### config.mk
export PLATFORM = sky130hd
export DESIGN_NAME = sketch_update_ctrl_flat
export DESIGN_NICKNAME = d
export VERILOG_FILES = /design/src/rtl/sketch_update_ctrl_if.sv /design/src/rtl/sketch_update_ctrl.sv /design/src/flat_wrapper.sv
export SDC_FILE = /design/constraint.sdc
export NUM_CORES = 1
export LEC_CHECK = 0
export CAP_MARGIN = 10
export CORE_ASPECT_RATIO = 1.75
export CORE_MARGIN = 8
export CORE_UTILIZATION = 40
export DETAILED_ROUTE_END_ITERATION = 6
export PLACE_DENSITY_LB_ADDON = 0.25
export RECOVER_POWER = 100
export SYNTH_ARGS = -nofsm -noshare
export SYNTH_HDL_FRONTEND = slang
export SYNTH_SLANG_ARGS = --single-unit
### constraint.sdc
create_clock -name clk -period 11.21 [get_ports clk]
set_input_delay 2.242 -clock clk [delete_from_list [all_inputs] [get_ports clk]]
set_output_delay 2.242 -clock clk [all_outputs]
set_load 0.1 [all_outputs]
### src/rtl/sketch_update_ctrl_if.sv
// Update-stream, RAM-port and committed-update bundle for sketch_update_ctrl.
// master = producer/RAM side, slave = the controller.
interface sketch_update_ctrl_if #(
   parameter int unsigned DW = 32,
   parameter int unsigned HW = 10,
   parameter int unsigned IW = 8
);
   logic          in_valid_i;
   logic          in_ready_o;
   logic [HW-1:0] in_addr_i;
   logic [IW-1:0] in_inc_i;
   logic          ram_wea_o;
   logic [HW-1:0] ram_addra_o;
   logic [DW-1:0] ram_dina_o;
   logic [DW-1:0] ram_douta_i;
   logic          ram_web_o;
   logic [HW-1:0] ram_addrb_o;
   logic [DW-1:0] ram_dinb_o;
   logic          upd_valid_o;
   logic [HW-1:0] upd_addr_o;
   logic [DW-1:0] upd_count_o;

   modport master (
      output in_valid_i, in_addr_i, in_inc_i, ram_douta_i,
      input  in_ready_o, ram_wea_o, ram_addra_o, ram_dina_o, ram_web_o, ram_addrb_o,
             ram_dinb_o, upd_valid_o, upd_addr_o, upd_count_o
   );

   modport slave (
      input  in_valid_i, in_addr_i, in_inc_i, ram_douta_i,
      output in_ready_o, ram_wea_o, ram_addra_o, ram_dina_o, ram_web_o, ram_addrb_o,
             ram_dinb_o, upd_valid_o, upd_addr_o, upd_count_o
   );
endinterface

### src/rtl/sketch_update_ctrl.sv
// Read-modify-write sketch counter update engine with zero-fill sweep and hazard forwarding.
// Optional macro SKETCH_SAT_EN: saturate counters at all-ones instead of wrapping.
module sketch_update_ctrl #(
   parameter int unsigned DW = 32,
   parameter int unsigned HW = 10,
   parameter int unsigned IW = 8
) (
   input  logic                clk,
   input  logic                rst,
   input  logic                clear_i,
   output logic                init_done_o,
   sketch_update_ctrl_if.slave bus
);
   typedef enum logic [0:0] {StInit, StRun} state_e;

   state_e        state_q, state_d;
   logic [HW-1:0] sweep_q, sweep_d;
   logic          s1_valid_q, s1_valid_d;
   logic [HW-1:0] s1_addr_q, s1_addr_d;
   logic [IW-1:0] s1_inc_q, s1_inc_d;
   logic          fwd_valid_q, fwd_valid_d;
   logic [HW-1:0] fwd_addr_q, fwd_addr_d;
   logic [DW-1:0] fwd_data_q, fwd_data_d;
   logic [HW-1:0] addra_q, addra_d;
   logic          accept;
   logic [DW-1:0] base;
   logic [DW-1:0] inc_ext;
   logic [DW-1:0] sum;
`ifdef SKETCH_SAT_EN
   logic [DW:0]   sum_ext;
`endif

   // The previous cycle's write is not yet visible in the registered read data.
   always_comb begin
      base = (fwd_valid_q && (fwd_addr_q == s1_addr_q)) ? fwd_data_q : bus.ram_douta_i;
      inc_ext = '0;
      inc_ext[IW-1:0] = s1_inc_q;
`ifdef SKETCH_SAT_EN
      sum_ext = {1'b0, base} + {1'b0, inc_ext};
      sum = sum_ext[DW] ? '1 : sum_ext[DW-1:0];
`else
      sum = base + inc_ext;
`endif
   end

   always_comb begin
      state_d     = state_q;
      sweep_d     = sweep_q;
      s1_valid_d  = 1'b0;
      s1_addr_d   = s1_addr_q;
      s1_inc_d    = s1_inc_q;
      fwd_valid_d = s1_valid_q;
      fwd_addr_d  = s1_addr_q;
      fwd_data_d  = sum;
      addra_d     = addra_q;
      accept      = 1'b0;
      unique case (state_q)
         StInit: begin
            sweep_d = sweep_q + HW'(1);
            if (sweep_q == '1) state_d = StRun;
         end
         StRun: begin
            accept = bus.in_valid_i & ~clear_i;
            if (accept) begin
               s1_valid_d = 1'b1;
               s1_addr_d  = bus.in_addr_i;
               s1_inc_d   = bus.in_inc_i;
               addra_d    = bus.in_addr_i;
            end
            // No item is accepted with clear, so S1 is empty by the first sweep cycle.
            if (clear_i) begin
               state_d     = StInit;
               sweep_d     = '0;
               fwd_valid_d = 1'b0;
            end
         end
         default: state_d = StInit;
      endcase
   end

   always_comb begin
      bus.in_ready_o  = 1'b0;
      bus.ram_wea_o   = 1'b0;
      bus.ram_dina_o  = '0;
      bus.ram_addra_o = addra_q;
      bus.ram_web_o   = 1'b0;
      bus.ram_addrb_o = '0;
      bus.ram_dinb_o  = '0;
      bus.upd_valid_o = 1'b0;
      bus.upd_addr_o  = '0;
      bus.upd_count_o = '0;
      init_done_o     = 1'b0;
      // Held quiet while reset is asserted so the sweep starts only once it is released.
      if (!rst) begin
         unique case (state_q)
            StInit: begin
               bus.ram_web_o   = 1'b1;
               bus.ram_addrb_o = sweep_q;
            end
            StRun: begin
               init_done_o     = 1'b1;
               bus.in_ready_o  = ~clear_i;
               bus.ram_addra_o = addra_d;
               if (s1_valid_q) begin
                  bus.ram_web_o   = 1'b1;
                  bus.ram_addrb_o = s1_addr_q;
                  bus.ram_dinb_o  = sum;
                  bus.upd_valid_o = 1'b1;
                  bus.upd_addr_o  = s1_addr_q;
                  bus.upd_count_o = sum;
               end
            end
            default: ;
         endcase
      end
   end

   always_ff @(posedge clk or posedge rst) begin
      if (rst) begin
         state_q     <= StInit;
         sweep_q     <= '0;
         s1_valid_q  <= 1'b0;
         s1_addr_q   <= '0;
         s1_inc_q    <= '0;
         fwd_valid_q <= 1'b0;
         fwd_addr_q  <= '0;
         fwd_data_q  <= '0;
         addra_q     <= '0;
      end else begin
         state_q     <= state_d;
         sweep_q     <= sweep_d;
         s1_valid_q  <= s1_valid_d;
         s1_addr_q   <= s1_addr_d;
         s1_inc_q    <= s1_inc_d;
         fwd_valid_q <= fwd_valid_d;
         fwd_addr_q  <= fwd_addr_d;
         fwd_data_q  <= fwd_data_d;
         addra_q     <= addra_d;
      end
   end
endmodule

### src/flat_wrapper.sv
// flat-port wrapper written by rule: the top's interface ports become plain ports
module sketch_update_ctrl_flat 
#(
   parameter int unsigned DW = 32,
   parameter int unsigned HW = 10,
   parameter int unsigned IW = 8
)
  (clk, rst, clear_i, init_done_o, bus_in_valid_i, bus_in_addr_i, bus_in_inc_i, bus_ram_douta_i, bus_in_ready_o, bus_ram_wea_o, bus_ram_addra_o, bus_ram_dina_o, bus_ram_web_o, bus_ram_addrb_o, bus_ram_dinb_o, bus_upd_valid_o, bus_upd_addr_o, bus_upd_count_o);
  sketch_update_ctrl_if #(.DW(DW), .HW(HW), .IW(IW)) bus_i ();
  input  logic clk;
  input  logic rst;
  input  logic clear_i;
  output logic init_done_o;
  input wire logic [$bits(bus_i.in_valid_i)-1:0] bus_in_valid_i;
  input wire logic [$bits(bus_i.in_addr_i)-1:0] bus_in_addr_i;
  input wire logic [$bits(bus_i.in_inc_i)-1:0] bus_in_inc_i;
  input wire logic [$bits(bus_i.ram_douta_i)-1:0] bus_ram_douta_i;
  output wire logic [$bits(bus_i.in_ready_o)-1:0] bus_in_ready_o;
  output wire logic [$bits(bus_i.ram_wea_o)-1:0] bus_ram_wea_o;
  output wire logic [$bits(bus_i.ram_addra_o)-1:0] bus_ram_addra_o;
  output wire logic [$bits(bus_i.ram_dina_o)-1:0] bus_ram_dina_o;
  output wire logic [$bits(bus_i.ram_web_o)-1:0] bus_ram_web_o;
  output wire logic [$bits(bus_i.ram_addrb_o)-1:0] bus_ram_addrb_o;
  output wire logic [$bits(bus_i.ram_dinb_o)-1:0] bus_ram_dinb_o;
  output wire logic [$bits(bus_i.upd_valid_o)-1:0] bus_upd_valid_o;
  output wire logic [$bits(bus_i.upd_addr_o)-1:0] bus_upd_addr_o;
  output wire logic [$bits(bus_i.upd_count_o)-1:0] bus_upd_count_o;
  assign bus_i.in_valid_i = bus_in_valid_i;
  assign bus_i.in_addr_i = bus_in_addr_i;
  assign bus_i.in_inc_i = bus_in_inc_i;
  assign bus_i.ram_douta_i = bus_ram_douta_i;
  assign bus_in_ready_o = bus_i.in_ready_o;
  assign bus_ram_wea_o = bus_i.ram_wea_o;
  assign bus_ram_addra_o = bus_i.ram_addra_o;
  assign bus_ram_dina_o = bus_i.ram_dina_o;
  assign bus_ram_web_o = bus_i.ram_web_o;
  assign bus_ram_addrb_o = bus_i.ram_addrb_o;
  assign bus_ram_dinb_o = bus_i.ram_dinb_o;
  assign bus_upd_valid_o = bus_i.upd_valid_o;
  assign bus_upd_addr_o = bus_i.upd_addr_o;
  assign bus_upd_count_o = bus_i.upd_count_o;
  sketch_update_ctrl #(.DW(DW), .HW(HW), .IW(IW)) u_core (.clk(clk), .rst(rst), .clear_i(clear_i), .init_done_o(init_done_o), .bus(bus_i));
endmodule
; After elaboration in Yosys (flattened, before gate mapping)
; Index checks and enable logic that the tools add are counted.
[totals]
register_bits = 83
in_bits = 54
output_inout_bits = 131
wordCells = 50
[op_classes]
bitwise_logic = 3
n_mux = 31
n_addsub = 2
n_eq_ne = 3
reduce_logical = 2
[op_table]
columns = operator, n
row1 = $mux 32, 4
row2 = $mux 10, 9
row3 = $pmux 10 s2, 2
row4 = $add 32x8->32, 1
row5 = $mux 1, 14
row6 = $add 10x1->10 const B, 1
row7 = $eq 10x10->1, 1
row8 = $eq 10x10->1 const B, 1
row9 = $pmux 1 s2, 2
row10 = $ne 2x2->1 const B, 1
row11 = $not 1->1, 2
row12 = $reduce_and 2->1, 1
row13 = $and 1x1->1, 1
row14 = $logic_and 1x1->1, 1

; Longest topological paths before layout
[logic_depth]
word_depth = 7
ltp_mapped = 16
mapped_depth_nobuf = 12

; Worst setup path before layout
; OpenSTA, ideal clock, no wires.
[synth_path]
path_kind = input-to-output
start = input port rst
end = output port bus_upd_count_o[25]
path_buffers = 1
cell_stages = 4
arrival_time_ns = 6.888
slack_ns = 2.080
required_ns = 8.968
cell_sequence = nor2_1 nand2_1 a211oi_1 buf_4
[synth_between]
elab_chain_cells = 1
[synth_rtl]
columns = element, line
row1 = from (decl), flat_wrapper.sv:11  ; input logic rst;
row2 = $mux 32, -
row3 = to (decl), flat_wrapper.sv:27  ; output wire logic [$bits(bus_i.upd_count_o)-1:0] bus_upd_count_o;
; Every way passes these cells.

; Worst setup path after layout
[layout_path]
start = input port bus_ram_douta_i[0]
end = output port bus_ram_dinb_o[24]
[layout_between]
elab_chain_cells = 5
[layout_rtl]
columns = element, line
row1 = from (decl), flat_wrapper.sv:17  ; input wire logic [$bits(bus_i.ram_douta_i)-1:0] bus_ram_douta_i;
row2 = $mux 32, sketch_update_ctrl.sv:35  ; base = (fwd_valid_q && (fwd_addr_q == s1_addr_q)) ? fwd_data_q : bus.ram_douta_i;
row3 = $add 32x8->32, sketch_update_ctrl.sv:42  ; sum = base + inc_ext;
row4 = $mux 32, sketch_update_ctrl.sv:104  ; if (s1_valid_q) begin
row5 = $mux 32, sketch_update_ctrl.sv:95  ; unique case (state_q)
row6 = $mux 32, sketch_update_ctrl.sv:94  ; if (!rst) begin
row7 = to (decl), flat_wrapper.sv:24  ; output wire logic [$bits(bus_i.ram_dinb_o)-1:0] bus_ram_dinb_o;
; Every way passes these cells.

==> key figures <==
Setup path
  • Max incr delay on CP: ~1300 ps
  • Startpoint types: input port
  • Crit-path cells: dlygate4sd3_1 > mux2_2 > ha_1 > fa_1 > a211oi_1 > o211ai_1 > nand4_1 > mux2_1 > o21a_1 > nor3_1 > dlygate4sd3_1
  • Worst path bufs/invs: 2
  • Critical Path RT: approximately 9000 ps
  • CP top delay family: buffers and inverters
  • CP max-delay cell: dlygate4sd3_1
  • CP most frequent cell: dlygate4sd3_1
  • Crit-path max FO: 15
  • Crit end category: primary output
  • Worst EP arrival: about 7000 ps
  • Critical path type: in -> out

Floorplanning
  • Row cnt: 56
  • Die area: roughly 0.018 mm^2
  • Die W: around 100 um
  • Core area: between 0.01 and 0.015 mm^2
  • Starting density of the core: 0.409
  • # IOs: 185
  • Die height: between 150 and 200 um

Clock network
  • CTS H-tree depth: 3
  • Worst-Skew Late Latency: 340 ps
  • Clk sink count: 83
  • Post_cts resized: 0
  • CTS max path bufs: 2
  • Clock slew at reported path FFs: ~60 ps
  • Post-CTS Setup Bufs: 0
  • CTS tree: yes
  • Hold buffer count at CTS: 0
  • CTS Buf Count: 9
  • Clock Tree Root: clkbuf_16

Route
  • Initial DRC Count: between 150 and 200
  • Total wire length: roughly 15000 um
  • Drt pass-1 iters: 4
  • Routed vias: approximately 4500
  • Post-route ant nets: 0
  • WL per Instance: about 17 um
  • Residual DRC: 0
  • Via-to-Cell Ratio: 5.10

Yosys
  • Most frequent cell after synthesis: nand2_1
  • Yosys top cell area share: 0.379
  • Cell variety after synth: 44
  • Main area contributors after synthesis: dfrtp_1 38%, buf_4 9.3%, nand2_1 6.6%
  • Syn Std Cell Area: ~0.0055 mm^2
  • Seq/Total Area, Yosys: 0.379
  • Yosys reg bits: 83
  • Ys async rst share: 1.00
  • Dominant cell type by area after synthesis: dfrtp_1
  • Synth Instances: 588
  • Synth warn: 0
  • Average size of a mapped cell: roughly 9.3 um^2
  • Top FF cell, synth: dfrtp_1
  • Post-synth EDFFs: 0
  • Post-synth top cells: 97 x nand2_1, 83 x dfrtp_1, 68 x buf_4

STA
  • Fmax: roughly 0.11 GHz
  • Final worst setup slack: between 2000 and 2500 ps
  • Hold Slack: 446 ps
  • Slew HR: 0.119
  • Final setup TNS: 0 ps
  • Final Hold Viols: 0
  • Slew @ Worst Pin: about 1300 ps
  • Final period util: 0.811
  • Clock skew: 6.49 ps
  • Final setup viols: 0
  • Unrepaired setup endpoints after global routing: no
  • Max Slew Vio Count: 0
  • Min cycle time layout: 9090 ps

Global routing
  • Largest net degree at the start of global routing: 67
  • Initial antenna violation count: 0
  • Gr ovfl total: 0
  • First-pass GRT wire length: between 20000 and 30000 um
  • Vias in the first global route: about 4800
  • All-Layer GR Usage: 0.175

Finish
  • Fill cell count: approximately 1200
  • Post-route cell area: between 0.007 and 0.008 mm^2
  • Area of the multi-input gates: 0.00289 mm^2
  • Share of cells above drive strength 1: 0.0679
  • Layout area overhead: 29.5%
  • FF/Latch Area: around 0.0021 mm^2
  • Net count, final: 766
  • Ant diodes: 0

Power
  • PwrDens: between 100 and 150 mW/mm^2
  • PnR Total Power: ~1 mW
  • Max VDD drop: around 130 uV
  • P_leak: about 3.3 nW

Place
  • Placed cell area: 0.00678 mm^2
  • RD Place Congestion: 0.861
  • DP Wirelength: ~12000 um
  • Buffers on Ports: between 150 and 200
  • Pre-CTS setup slack: approximately 2700 ps

Outcome
  • Status: complete, no violations

Flow run
  • Max_cap viols: 0

Min path
  • Hold Crit Class: reg -> reg
worst paths after layout:
kind	start	to	slack, ps	cells after the start
min	u_core.fwd_addr_d[0]	u_core.fwd_addr_q[0]	450	0
max reg2reg	u_core.fwd_addr_d[8]	u_core.fwd_data_q[30]	6640	11
min in group asynchronous	rst	u_core.sweep_q[0]	2730	2
min reg2reg	u_core.fwd_addr_d[0]	u_core.fwd_addr_q[0]	450	0
max	bus_ram_douta_i[0]	bus_ram_dinb_o[24]	2120	11
max in group asynchronous	rst	u_core.fwd_data_q[5]	7100	3
state kept, by name (all words and copies together), names as in the netlist:
| name | count |
|---|---|
| u_core.s1_valid_q | 1 |
| u_core.fwd_addr_d | 10 |
| u_core.addra_q | 10 |
| u_core.fwd_addr_q | 10 |
| u_core.s1_inc_q | 8 |
| u_core.fwd_data_q | 32 |
| u_core.state_q | 1 |
| u_core.fwd_valid_q | 1 |
| u_core.sweep_q | 10 |
layer usage:
metal / up-vias / track usage / share of wire
met5: - / 0 / 0
met4: 0 / 0.0779 / 0.028
met3: 26 / 0.0584 / 0.068
met2: 158 / 0.310 / 0.52
met1: 2145 / 0.183 / 0.38
li1: 2164 / - / -
report_power, final:
part	internal (mW)	switching, mW	total, mW
clock network	0.197	0.126	0.323
logic	0.0838	0.221	0.304
registers	0.339	0.0423	0.382
total	0.620	0.389	1.01
final cells by class:
type	count	share of cell area
Tap cell	174	0.0307
Clock buffer	9	0.0318
Timing Repair Buffer	157	0.219
Inverter	8	0.00441
Multi-Input combinational cell	443	0.407
Clock inverter	7	0.0139
Sequential cell	83	0.293
cells by family after synthesis:
group	synth area share
other	0.000685
AND/OR/NAND/NOR	0.207
XOR/XNOR	0.0896
buffers and inverters	0.114
adder cells (fa/ha/maj)	0.0242
AO/OA/AOI/OAI	0.0907
multiplexers	0.0937
flip-flops	0.379
cell usage in the layout (no fill, tap or decap), types with 21 or more instances in the layout:
master / n
nand2_1: 97
conb_1: 33
dlygate4sd3_1: 102
mux2_2: 21
and2_1: 39
dfrtp_1: 83
xnor2_1: 21
nand4_1: 22
mux2i_1: 25
xor2_1: 35
clkdlybuf4s50_1: 49
worst reg2reg max path, cell delays in order, from the launching register on:
cell      delay (ps)
dfrtp_1          450
xnor2_1          190
nand4_1          160
nor3_4           690
mux2_2           430
ha_1             360
o211ai_1         130
o211ai_1         990
nand4_1          210
mux2_1           470
nor3_1           300
nor2_1            70
stage by stage:
stage	cells	utilization
6_report	881	0.530
5_1_grt	881	0.530
4_1_cts	881	0.531
3_5_place_dp	865	0.507
3_3_place_gp	865	0.507
2_1_floorplan	620	-
No activity file was read; power rests on OpenSTA's default activity.
